[src/rtl/game_pkg.sv]
// game_pkg: shared AI state encoding, LFSR tap mask and coordinate helpers
// for the enemy controller slice.
package game_pkg;

    localparam int unsigned COORD_W = 11;
    localparam int unsigned DX_W    = COORD_W + 1;

    // Fibonacci taps 16,14,13,11 expressed as a mask over bits [15:0]
    localparam logic [15:0] AI_LFSR_TAPS = 16'hB400;

    typedef enum logic [2:0] {
        S_IDLE     = 3'd0,
        S_APPROACH = 3'd1,
        S_RETREAT  = 3'd2,
        S_ATTACK   = 3'd3,
        S_DODGE    = 3'd4,
        S_DEFEND   = 3'd5
    } ai_state_e;

    function automatic logic [DX_W-1:0] coord_diff(input logic [COORD_W-1:0] a,
                                                   input logic [COORD_W-1:0] b);
        return {a[COORD_W-1], a} - {b[COORD_W-1], b};
    endfunction

    // |d| of an 11-bit signed difference always fits 11 unsigned bits
    function automatic logic [COORD_W-1:0] dx_abs(input logic [DX_W-1:0] d);
        return d[DX_W-1] ? COORD_W'(-d) : COORD_W'(d);
    endfunction

endpackage

[src/rtl/ai_lfsr16.sv]
// ai_lfsr16: 16-bit Fibonacci LFSR, one shift per i_step; reset loads SEED.
module ai_lfsr16
    import game_pkg::*;
#(
    parameter logic [15:0] SEED = 16'hACE1
) (
    input  logic        clk,
    input  logic        rst_n,
    input  logic        i_step,
    output logic [15:0] o_value
);

    logic [15:0] lfsr_q, lfsr_d;

    always_comb begin
        lfsr_d = lfsr_q;
        if (i_step) begin
            lfsr_d = {lfsr_q[14:0], ^(lfsr_q & AI_LFSR_TAPS)};
        end
    end

    always_ff @(posedge clk or negedge rst_n) begin
        if (!rst_n) begin
            lfsr_q <= SEED;
        end else begin
            lfsr_q <= lfsr_d;
        end
    end

    assign o_value = lfsr_q;

endmodule

[src/rtl/enemy_ai_ctrl.sv]
// enemy_ai_ctrl: rule-based enemy sequencer deciding once per enabled frame tick.
// Optional shield dodge is compiled in when ENEMY_AI_DEFEND_EN is defined.
module enemy_ai_ctrl
    import game_pkg::*;
#(
    parameter int unsigned NEAR_DIST    = 160,
    parameter int unsigned FAR_DIST     = 320,
    parameter int unsigned DODGE_DIST   = 96,
    parameter int unsigned ATK_COOLDOWN = 30,
    parameter int unsigned DODGE_TICKS  = 12,
    parameter logic [15:0] LFSR_SEED    = 16'hACE1
) (
    input  logic               clk,
    input  logic               rst_n,
    input  logic               i_enable,
    input  logic               i_tick,
    input  logic [COORD_W-1:0] i_player_x,
    input  logic [COORD_W-1:0] i_enemy_x,
    input  logic [COORD_W-1:0] i_goodbullet_x,
    input  logic               i_goodbullet_isE,
    input  logic               i_badbullet_isE,
    output logic               o_right,
    output logic               o_left,
    output logic               o_squat,
    output logic               o_defend,
    output logic               o_jump,
    output logic               o_attack,
    output logic [2:0]         o_ai_state
);

    localparam int unsigned CD_W   = $clog2(ATK_COOLDOWN + 1);
    localparam int unsigned HOLD_W = $clog2(DODGE_TICKS + 1);

    localparam logic [COORD_W-1:0] NEAR_L  = COORD_W'(NEAR_DIST);
    localparam logic [COORD_W-1:0] FAR_L   = COORD_W'(FAR_DIST);
    localparam logic [COORD_W-1:0] DODGE_L = COORD_W'(DODGE_DIST);
    localparam logic [CD_W-1:0]    CD_L    = CD_W'(ATK_COOLDOWN);
    localparam logic [HOLD_W-1:0]  HOLD_L  = HOLD_W'(DODGE_TICKS);

    ai_state_e          state_q, state_d;
    logic [CD_W-1:0]    cd_q, cd_d;
    logic [HOLD_W-1:0]  hold_q, hold_d;
    logic               right_q, right_d, left_q, left_d, squat_q, squat_d;
    logic               jump_q, jump_d, attack_q, attack_d;
`ifdef ENEMY_AI_DEFEND_EN
    logic               defend_q, defend_d;
`endif

    logic               qual_tick;
    logic [15:0]        lfsr_value;
    logic               unused_lfsr;
    logic [DX_W-1:0]    dx, gdx;
    logic [COORD_W-1:0] adx, agx;
    logic               threat, in_band;

    assign qual_tick = i_enable & i_tick;

    ai_lfsr16 #(.SEED(LFSR_SEED)) u_lfsr (
        .clk     (clk),
        .rst_n   (rst_n),
        .i_step  (qual_tick),
        .o_value (lfsr_value)
    );

`ifdef ENEMY_AI_DEFEND_EN
    assign unused_lfsr = ^lfsr_value[15:2];
`else
    assign unused_lfsr = ^lfsr_value[15:1];
`endif

    assign dx      = coord_diff(i_player_x, i_enemy_x);
    assign gdx     = coord_diff(i_goodbullet_x, i_enemy_x);
    assign adx     = dx_abs(dx);
    assign agx     = dx_abs(gdx);
    assign threat  = i_goodbullet_isE && (agx < DODGE_L);
    assign in_band = (adx >= NEAR_L) && (adx <= FAR_L);

    always_comb begin
        state_d  = state_q;
        cd_d     = cd_q;
        hold_d   = hold_q;
        right_d  = right_q;
        left_d   = left_q;
        squat_d  = squat_q;
        jump_d   = 1'b0;
        attack_d = 1'b0;
`ifdef ENEMY_AI_DEFEND_EN
        defend_d = defend_q;
`endif
        if (!i_enable) begin
            state_d = S_IDLE;
            cd_d    = '0;
            hold_d  = '0;
            right_d = 1'b0;
            left_d  = 1'b0;
            squat_d = 1'b0;
`ifdef ENEMY_AI_DEFEND_EN
            defend_d = 1'b0;
`endif
        end else if (i_tick) begin
            cd_d = (cd_q == '0) ? '0 : cd_q - CD_W'(1);
            case (state_q)
                S_ATTACK: state_d = S_IDLE;
                // hold_q==0 here means a jump dodge: leave on the next tick
                S_DODGE, S_DEFEND: begin
                    if (hold_q > HOLD_W'(1)) begin
                        hold_d = hold_q - HOLD_W'(1);
                    end else begin
                        hold_d  = '0;
                        squat_d = 1'b0;
`ifdef ENEMY_AI_DEFEND_EN
                        defend_d = 1'b0;
`endif
                        state_d = S_IDLE;
                    end
                end
                default: begin
                    right_d = 1'b0;
                    left_d  = 1'b0;
                    if (threat) begin
                        state_d = S_DODGE;
`ifdef ENEMY_AI_DEFEND_EN
                        if (lfsr_value[1:0] == 2'b10) begin
                            state_d  = S_DEFEND;
                            defend_d = 1'b1;
                            hold_d   = HOLD_L;
                        end else
`endif
                        if (lfsr_value[0]) begin
                            jump_d = 1'b1;
                        end else begin
                            squat_d = 1'b1;
                            hold_d  = HOLD_L;
                        end
                    end else if ((cd_q == '0) && !i_badbullet_isE && in_band) begin
                        state_d  = S_ATTACK;
                        attack_d = 1'b1;
                        cd_d     = CD_L;
                    end else if (adx > FAR_L) begin
                        state_d = S_APPROACH;
                        right_d = ~dx[DX_W-1];
                        left_d  = dx[DX_W-1];
                    end else if (adx < NEAR_L) begin
                        state_d = S_RETREAT;
                        right_d = dx[DX_W-1];
                        left_d  = ~dx[DX_W-1];
                    end else begin
                        state_d = S_IDLE;
                    end
                end
            endcase
        end
    end

    always_ff @(posedge clk or negedge rst_n) begin
        if (!rst_n) begin
            state_q  <= S_IDLE;
            cd_q     <= '0;
            hold_q   <= '0;
            right_q  <= 1'b0;
            left_q   <= 1'b0;
            squat_q  <= 1'b0;
            jump_q   <= 1'b0;
            attack_q <= 1'b0;
`ifdef ENEMY_AI_DEFEND_EN
            defend_q <= 1'b0;
`endif
        end else begin
            state_q  <= state_d;
            cd_q     <= cd_d;
            hold_q   <= hold_d;
            right_q  <= right_d;
            left_q   <= left_d;
            squat_q  <= squat_d;
            jump_q   <= jump_d;
            attack_q <= attack_d;
`ifdef ENEMY_AI_DEFEND_EN
            defend_q <= defend_d;
`endif
        end
    end

    assign o_right    = right_q;
    assign o_left     = left_q;
    assign o_squat    = squat_q;
    assign o_jump     = jump_q;
    assign o_attack   = attack_q;
    assign o_ai_state = state_q;
`ifdef ENEMY_AI_DEFEND_EN
    assign o_defend   = defend_q;
`else
    assign o_defend   = 1'b0;
`endif

endmodule

[config.mk]
export PLATFORM = sky130hd
export DESIGN_NAME = enemy_ai_ctrl
export DESIGN_NICKNAME = d
export VERILOG_FILES = /design/src/rtl/game_pkg.sv /design/src/rtl/ai_lfsr16.sv /design/src/rtl/enemy_ai_ctrl.sv
export SDC_FILE = /design/constraint.sdc
export NUM_CORES = 1
export LEC_CHECK = 0
export CAP_MARGIN = 10
export CORE_ASPECT_RATIO = 0.75
export CORE_MARGIN = 8
export CORE_UTILIZATION = 40
export CTS_CLUSTER_DIAMETER = 100
export CTS_CLUSTER_SIZE = 24
export DETAILED_ROUTE_END_ITERATION = 8
export SYNTH_ARGS = -nofsm -noshare
export SYNTH_HDL_FRONTEND = slang
export SYNTH_SLANG_ARGS = --single-unit
[constraint.sdc]
create_clock -name clk -period 2.5 [get_ports clk]
set_input_delay 0.25 -clock clk [delete_from_list [all_inputs] [get_ports clk]]
set_output_delay 0.25 -clock clk [all_outputs]
set_load 0.05 [all_outputs]
==> out/results.tsv, run 1 <==
stage	metric	value	unit
placement	port_buffers	46	
clock_tree	cts_root_buf	clkbuf_8	
finish	antennaDiodeCount	0	
setup_path	crit_fanout	5	
placement	gp_routability_congestion	0.8103	
routing	drt-initial-drc-count	147	
timing	final_max_slew_viol_count	0	
synthesis	synth.avg_cell_area	8.849	µm²
finish	area.growth.synth_to_final	59.97	%
setup_path	worstSetupPathType	in2reg	
setup_path	rrSetupSlack	400	ps
setup_path	worst_setup_path_start_kind	input pin	
routing	drt_first_pass_iters	4	
power	p_leak	2.290	nW
global_routing	grt-ovfl-total	0	
setup_path	critPathSlowestCell	clkdlybuf4s50_1	
timing	fmax	335.4	MHz
timing	rsz0062_at_grt	true	
clock_tree	cts_tree	built	
synthesis	async_reset_ff_share	100.0	%
routing	wl	9561	µm
placement	hpwlAfterDp	7154	µm
global_routing	antenna_found_initial	0	
routing	num_vias	3332	
finish	utilization	66.39	%
setup_path	cpPeakStageDelay	520	ps
hold_path	min_path_type	in2async	
finish	nets	589	
timing	hold_viol	0	
setup_path	crit_top_cell	buf_4	
floorplan	start_util	41.50	%
setup_path	cp.arrival	3140	ps
floorplan	rows	28	
power	power_density	502.2	nW/µm²
clock_tree	path_clk_slew	70	ps
setup_path	crit_buf_inv	3	
timing	slew_headroom	62.72	%
setup_path	r2r-start	cd_q[0]	
global_routing	grt_max_degree	34	
routing	vias_per_cell	5.306	
global_routing	grt_pass1_wl	16010	µm
placement	place_ws	-1289	ps
timing	period_needed	2982	ps
synthesis	yosys.cell_types.count	82	
setup_path	worstSetupEndpointType	flop	
setup_path	worstPathRequired	2660	ps
floorplan	io-pin-count	48	
floorplan	die_w	120.9	µm
synthesis	synth_area	3301	µm²
power	power.total	0.002652	W
power	max-vdd-ir-drop	0.0003768	V
synthesis	synth-seq-cells	33	
timing	hold_ws	367.9	ps
setup_path	critPathLaunch	i_goodbullet_x[3]	
floorplan	fp.dieH	94.67	µm
timing	fin_skew	3.338	ps
synthesis	ys_warn_count	0	
timing	setup_ws	-481.5	ps
timing	setup_viol	16	
clock_tree	cts_buffer_depth	2	
flow_run	max_cap_viol_count	0	
synthesis	syn_nets	440	
synthesis	synthFlopType	dfrtp_1	
clock_tree	cts_made_buffers	5	
synthesis	synth_edf_count	0	
routing	ant_nets	0	
clock_tree	htree_levels	2	
routing	wire_per_inst	15.22	µm
timing	worst_slew_pin_slew	555.1	ps
clock_tree	worstSkewPairLatency	270	ps
finish	layout-drive-gt1-share	46.85	%
setup_path	crit_family	compound AO/OA/AOI/OAI gates	
synthesis	synthCells	373	
global_routing	track_usage	16.91	%
setup_path	crit_path_cell_trace	clkdlybuf4s50_1 -> ha_4 -> buf_4 -> nor3_1 -> o221ai_2 -> or2_1 -> o31a_1 -> buf_4 -> a211oi_4 -> nor4_4 -> o21ai_2 -> mux2_4	
synthesis	yosysSeqAreaShare	25.32	%
timing	tns	-6209	ps
global_routing	grt_pass1_vias	3334	
timing	final.period_utilization	119.3	%
outcome	violations	setup timing	
clock_tree	clock_sinks	33	
floorplan	coreArea	7953	µm²
floorplan	die-area	11440	µm²
routing	drc_errors	0	
outcome	outcome	finished with violations	
## worst paths after layout
check	to	depth (start not counted)
setup / recovery	hold_q[0]	12
hold / removal	cd_q[0]	2
setup reg to reg	cd_q[3]	6
hold reg to reg	o_left	2
max in group asynchronous	u_lfsr.o_value[15]	2
min in group clk	o_left	2
## metrics by stage
stage / area [µm²] / std cells
after floorplan: 3470 / 373
after global placement: 4639 / 599
after detailed placement: 4639 / 599
after CTS: 5200 / 624
after global routing: 5280 / 628
final: 5280 / 628
## logic make-up (layout without fill, tap and decap cells)
| logic type | Yosys count | in the layout | share of synthesized area (%) |
|---|---|---|---|
| muxes | 23 | 23 | 7.657 |
| AOI/OAI and AO/OA | 111 | 111 | 24.64 |
| DFF | 33 | 33 | 25.32 |
| adders and majority gates | 28 | 28 | 11.07 |
| xor gates and xnor gates | 21 | 21 | 5.800 |
| and+or+nand+nor | 117 | 118 | 19.90 |
| buffers and inverters | 39 | 188 | 5.496 |
| other | 1 | 1 | 0.1136 |
## layout make-up
cell class	count	area (µm²)
inverter	28	130.1
sequential	33	835.8
multi-input combinational	302	2851
clock buffer	6	72.57
clock inverter	2	10.01
fill	630	2673
timing repair buffer	152	1249
tap	105	131.4
## repair_timing
item	in CTS	in global routing
hold buffers	0	0
pin swaps	63	25
endpoints found under the hold margin	0	0
setup buffers	17	4
cloned	1	0
setup endpoints to repair	16	16
gates resized for setup	109	7
## state kept, by name (all words and copies together) (netlist names)
name and count:
u_lfsr.o_value 16, cd_q 5, hold_q 4, o_ai_state 3, o_attack 1, o_jump 1, o_left 1, o_right 1
o_squat 1
## synthesized netlist by cell type (8+ instances only)
master | instances | area, µm²
inv_1 | 28 | 105.1
a21oi_1 | 27 | 135.1
ha_1 | 26 | 325.3
dfrtp_1 | 25 | 625.6
nand2_1 | 24 | 90.09
nor2_1 | 22 | 82.58
mux2_2 | 15 | 168.9
xnor2_1 | 13 | 113.9
nand3_1 | 9 | 45.04
dfstp_2 | 8 | 210.2
nor3_1 | 8 | 40.04
o21ai_0 | 8 | 40.04
## power breakdown
group          switching [W]  internal, W
sequential         0.0000797     0.000650
combinational       0.000749     0.000791
clock               0.000189     0.000193
## worst register-to-register path: cells and delay by family, from the launching register on
family | cells | cell delay [ps]
AO/OA/AOI/OAI | 1 | 150
adder cells (fa/ha/maj) | 1 | 160
buffers and inverters | 1 | 70
flip-flops | 1 | 410
AND/OR/NAND/NOR | 3 | 1250
## metal layers
layer,share of wire (%),global-route usage [%]
met3,2.8,2.922
met4,0.90,2.902
met1,49,23.02
met2,47,27.86
met5,0,0
## placed cells by master (no fill, tap or decap), types with 5 or more instances in the layout
cell type          n
inv_1             17
inv_2              7
xnor2_1           10
ha_1               8
a21oi_1           19
nor2b_1            5
o21ai_1            7
nand2_1           24
clkbuf_8           5
nand2b_1           5
dfrtp_1           25
dlygate4sd2_1     17
o21ai_2            7
mux2i_1            5
nand3_1            8
mux2_2            15
o21ai_0            5
a21oi_4            5
a21oi_2            6
nor2_1            21
clkdlybuf4s50_1   22
dfstp_2            8
ha_4              16
buf_4            104
o211ai_1           6
o21a_1             7
nor3_1             6
Power figures use the tool's default switching activity.
==> inputs of run 2 (changes only) <==
Settings changed: CORE_MARGIN 8 to 2.
==> out/results.tsv, run 2 (same netlist as run 1, synthesis figures left out) <==
stage	metric	value	unit
outcome	outcome	finished with violations	
outcome	violations	setup timing	
routing	ant_nets	0	
finish	final_common_cell	buf_4	
finish	largest_reg_flops	16	
floorplan	coreArea	7953	µm²
timing	fin_skew	5.117	ps
setup_path	cp.arrival	3090	ps
routing	drt_first_pass_iters	4	
routing	drc_errors	0	
timing	slew_headroom	65.98	%
timing	rsz0062_at_grt	true	
floorplan	io-pin-count	48	
clock_tree	path_clk_slew	70	ps
clock_tree	ctsHoldBuffers	0	
global_routing	grt_pass1_wl	15100	µm
clock_tree	cts_root_buf	clkbuf_8	
clock_tree	clock_sinks	33	
clock_tree	htree_levels	2	
timing	period_needed	2924	ps
power	max-vdd-ir-drop	0.0003036	V
clock_tree	worstSkewPairLatency	280	ps
clock_tree	cts_buffer_depth	2	
global_routing	grt_pass1_vias	3201	
finish	fin_area	5201	µm²
finish	layout-drive-gt1-share	45.54	%
finish	multi_input_area	2788	µm²
timing	setup_viol	16	
power	p_leak	2.257	nW
routing	wl	8986	µm
floorplan	rows	28	
floorplan	fp.dieH	82.67	µm
setup_path	worstSetupPathType	in2reg	
floorplan	die_w	108.9	µm
routing	num_vias	3287	
finish	final_cell_mix	97 x buf_4, 25 x dfrtp_1, 24 x nand2_1, 22 x clkdlybuf4s50_1, 21 x nor2_1	
routing	wire_per_inst	14.47	µm
finish	nets	582	
timing	tns	-5766	ps
floorplan	die-area	9002	µm²
routing	drt-initial-drc-count	120	
global_routing	antenna_found_initial	0	
timing	hold_viol	0	
finish	area.growth.synth_to_final	57.58	%
global_routing	grt_max_degree	34	
setup_path	worstPathRequired	2670	ps
flow_run	max_cap_viol_count	0	
timing	final_max_slew_viol_count	0	
global_routing	grt-ovfl-total	0	
timing	final.period_utilization	117.0	%
finish	antennaDiodeCount	0	
finish	n_fill_cell	651	
setup_path	worstSetupEndpointType	flop	
clock_tree	cts_tree	built	
timing	setup_ws	-424.4	ps
clock_tree	cts_made_buffers	5	
placement	port_buffers	46	
timing	hold_ws	359.4	ps
setup_path	crit_fanout	3	
finish	seq_area	835.8	µm²
routing	vias_per_cell	5.293	
placement	hpwlAfterDp	6802	µm
timing	worst_slew_pin_slew	506.7	ps
setup_path	worst_setup_path_start_kind	input pin	
global_routing	track_usage	21.02	%
floorplan	start_util	41.50	%
timing	fmax	342.0	MHz
placement	post_dp_cell_area	4639	µm²
power	power_density	525.2	nW/µm²
hold_path	min_path_type	in2async	
placement	gp_routability_congestion	0.8403	
==> run 2: where the power goes <==
group | total (W) | internal [W] | switching [W]
combinational | 0.00149 | 0.000758 | 0.000728
sequential | 0.000729 | 0.000650 | 0.0000792
clock | 0.000516 | 0.000325 | 0.000191
==> run 2: what timing repair did <==
item,in CTS,in global routing
pin swaps,57,9
gates resized for setup,106,4
setup endpoints to repair,16,16
buffers inserted,16,1
endpoints found under the hold margin,0,0
==> run 2: path summary, 6_finish.rpt <==
check | start | slack (ps) | endpoint | cells past startpoint
worst max-delay path | i_goodbullet_x[0] | -420 | hold_q[0] | 16
worst max register to register | cd_q[0] | 400 | cd_q[1] | 6
max in group asynchronous | rst_n | 1800 | u_lfsr.o_value[10] | 2
min in group clk | o_right | 480 | o_right | 2
worst min register to register | o_right | 480 | o_right | 2
worst min-delay path | rst_n | 360 | o_ai_state[1] | 2
==> run 2: worst max-delay path, stage by stage <==
cell and delay, ps:
buf_8 110, inv_12 40, ha_4 120, inv_2 40
fa_2 390, a21oi_4 180, o21ai_2 100, o22ai_2 200
mux2i_1 240, a31oi_2 130, o31a_1 330, buf_4 140
a211oi_4 190, nor4_4 90, o21ai_2 220, mux2_4 320
==> run 2: layer usage <==
| metal | vias to the layer above | global-route usage [%] | share of wire, % |
|---|---|---|---|
| li1 | 1665 | - | - |
| met1 | 1569 | 30.30 | 52 |
| met2 | 45 | 33.42 | 45 |
| met3 | 8 | 3.454 | 2.6 |
| met4 | 0 | 3.846 | 0.97 |
| met5 | - | 0 | 0 |
==> run 2: through the flow <==
| step | total power (W) | utilization, % | std cells | worst slack [ps] |
|---|---|---|---|---|
| after floorplan | 0.001542 | - | 373 | -406.1 |
| after global placement | 0.002014 | 58.34 | 599 | -1088 |
| after detailed placement | 0.002037 | 58.34 | 599 | -1150 |
| after CTS | 0.002722 | 65.21 | 621 | -485.4 |
| after global routing | 0.002925 | 65.40 | 621 | -621.6 |
| final | 0.002732 | 65.40 | 621 | -424.4 |
==> run 2: area by class of cell <==
| type | instances | share of cell area, % |
|---|---|---|
| clock buffer | 7 | 1.660 |
| clock inverter | 1 | 0.5773 |
| inverter | 28 | 2.502 |
| sequential | 33 | 16.07 |
| multi-input combinational | 301 | 53.60 |
| tap | 105 | 2.526 |
| timing repair buffer | 146 | 23.07 |
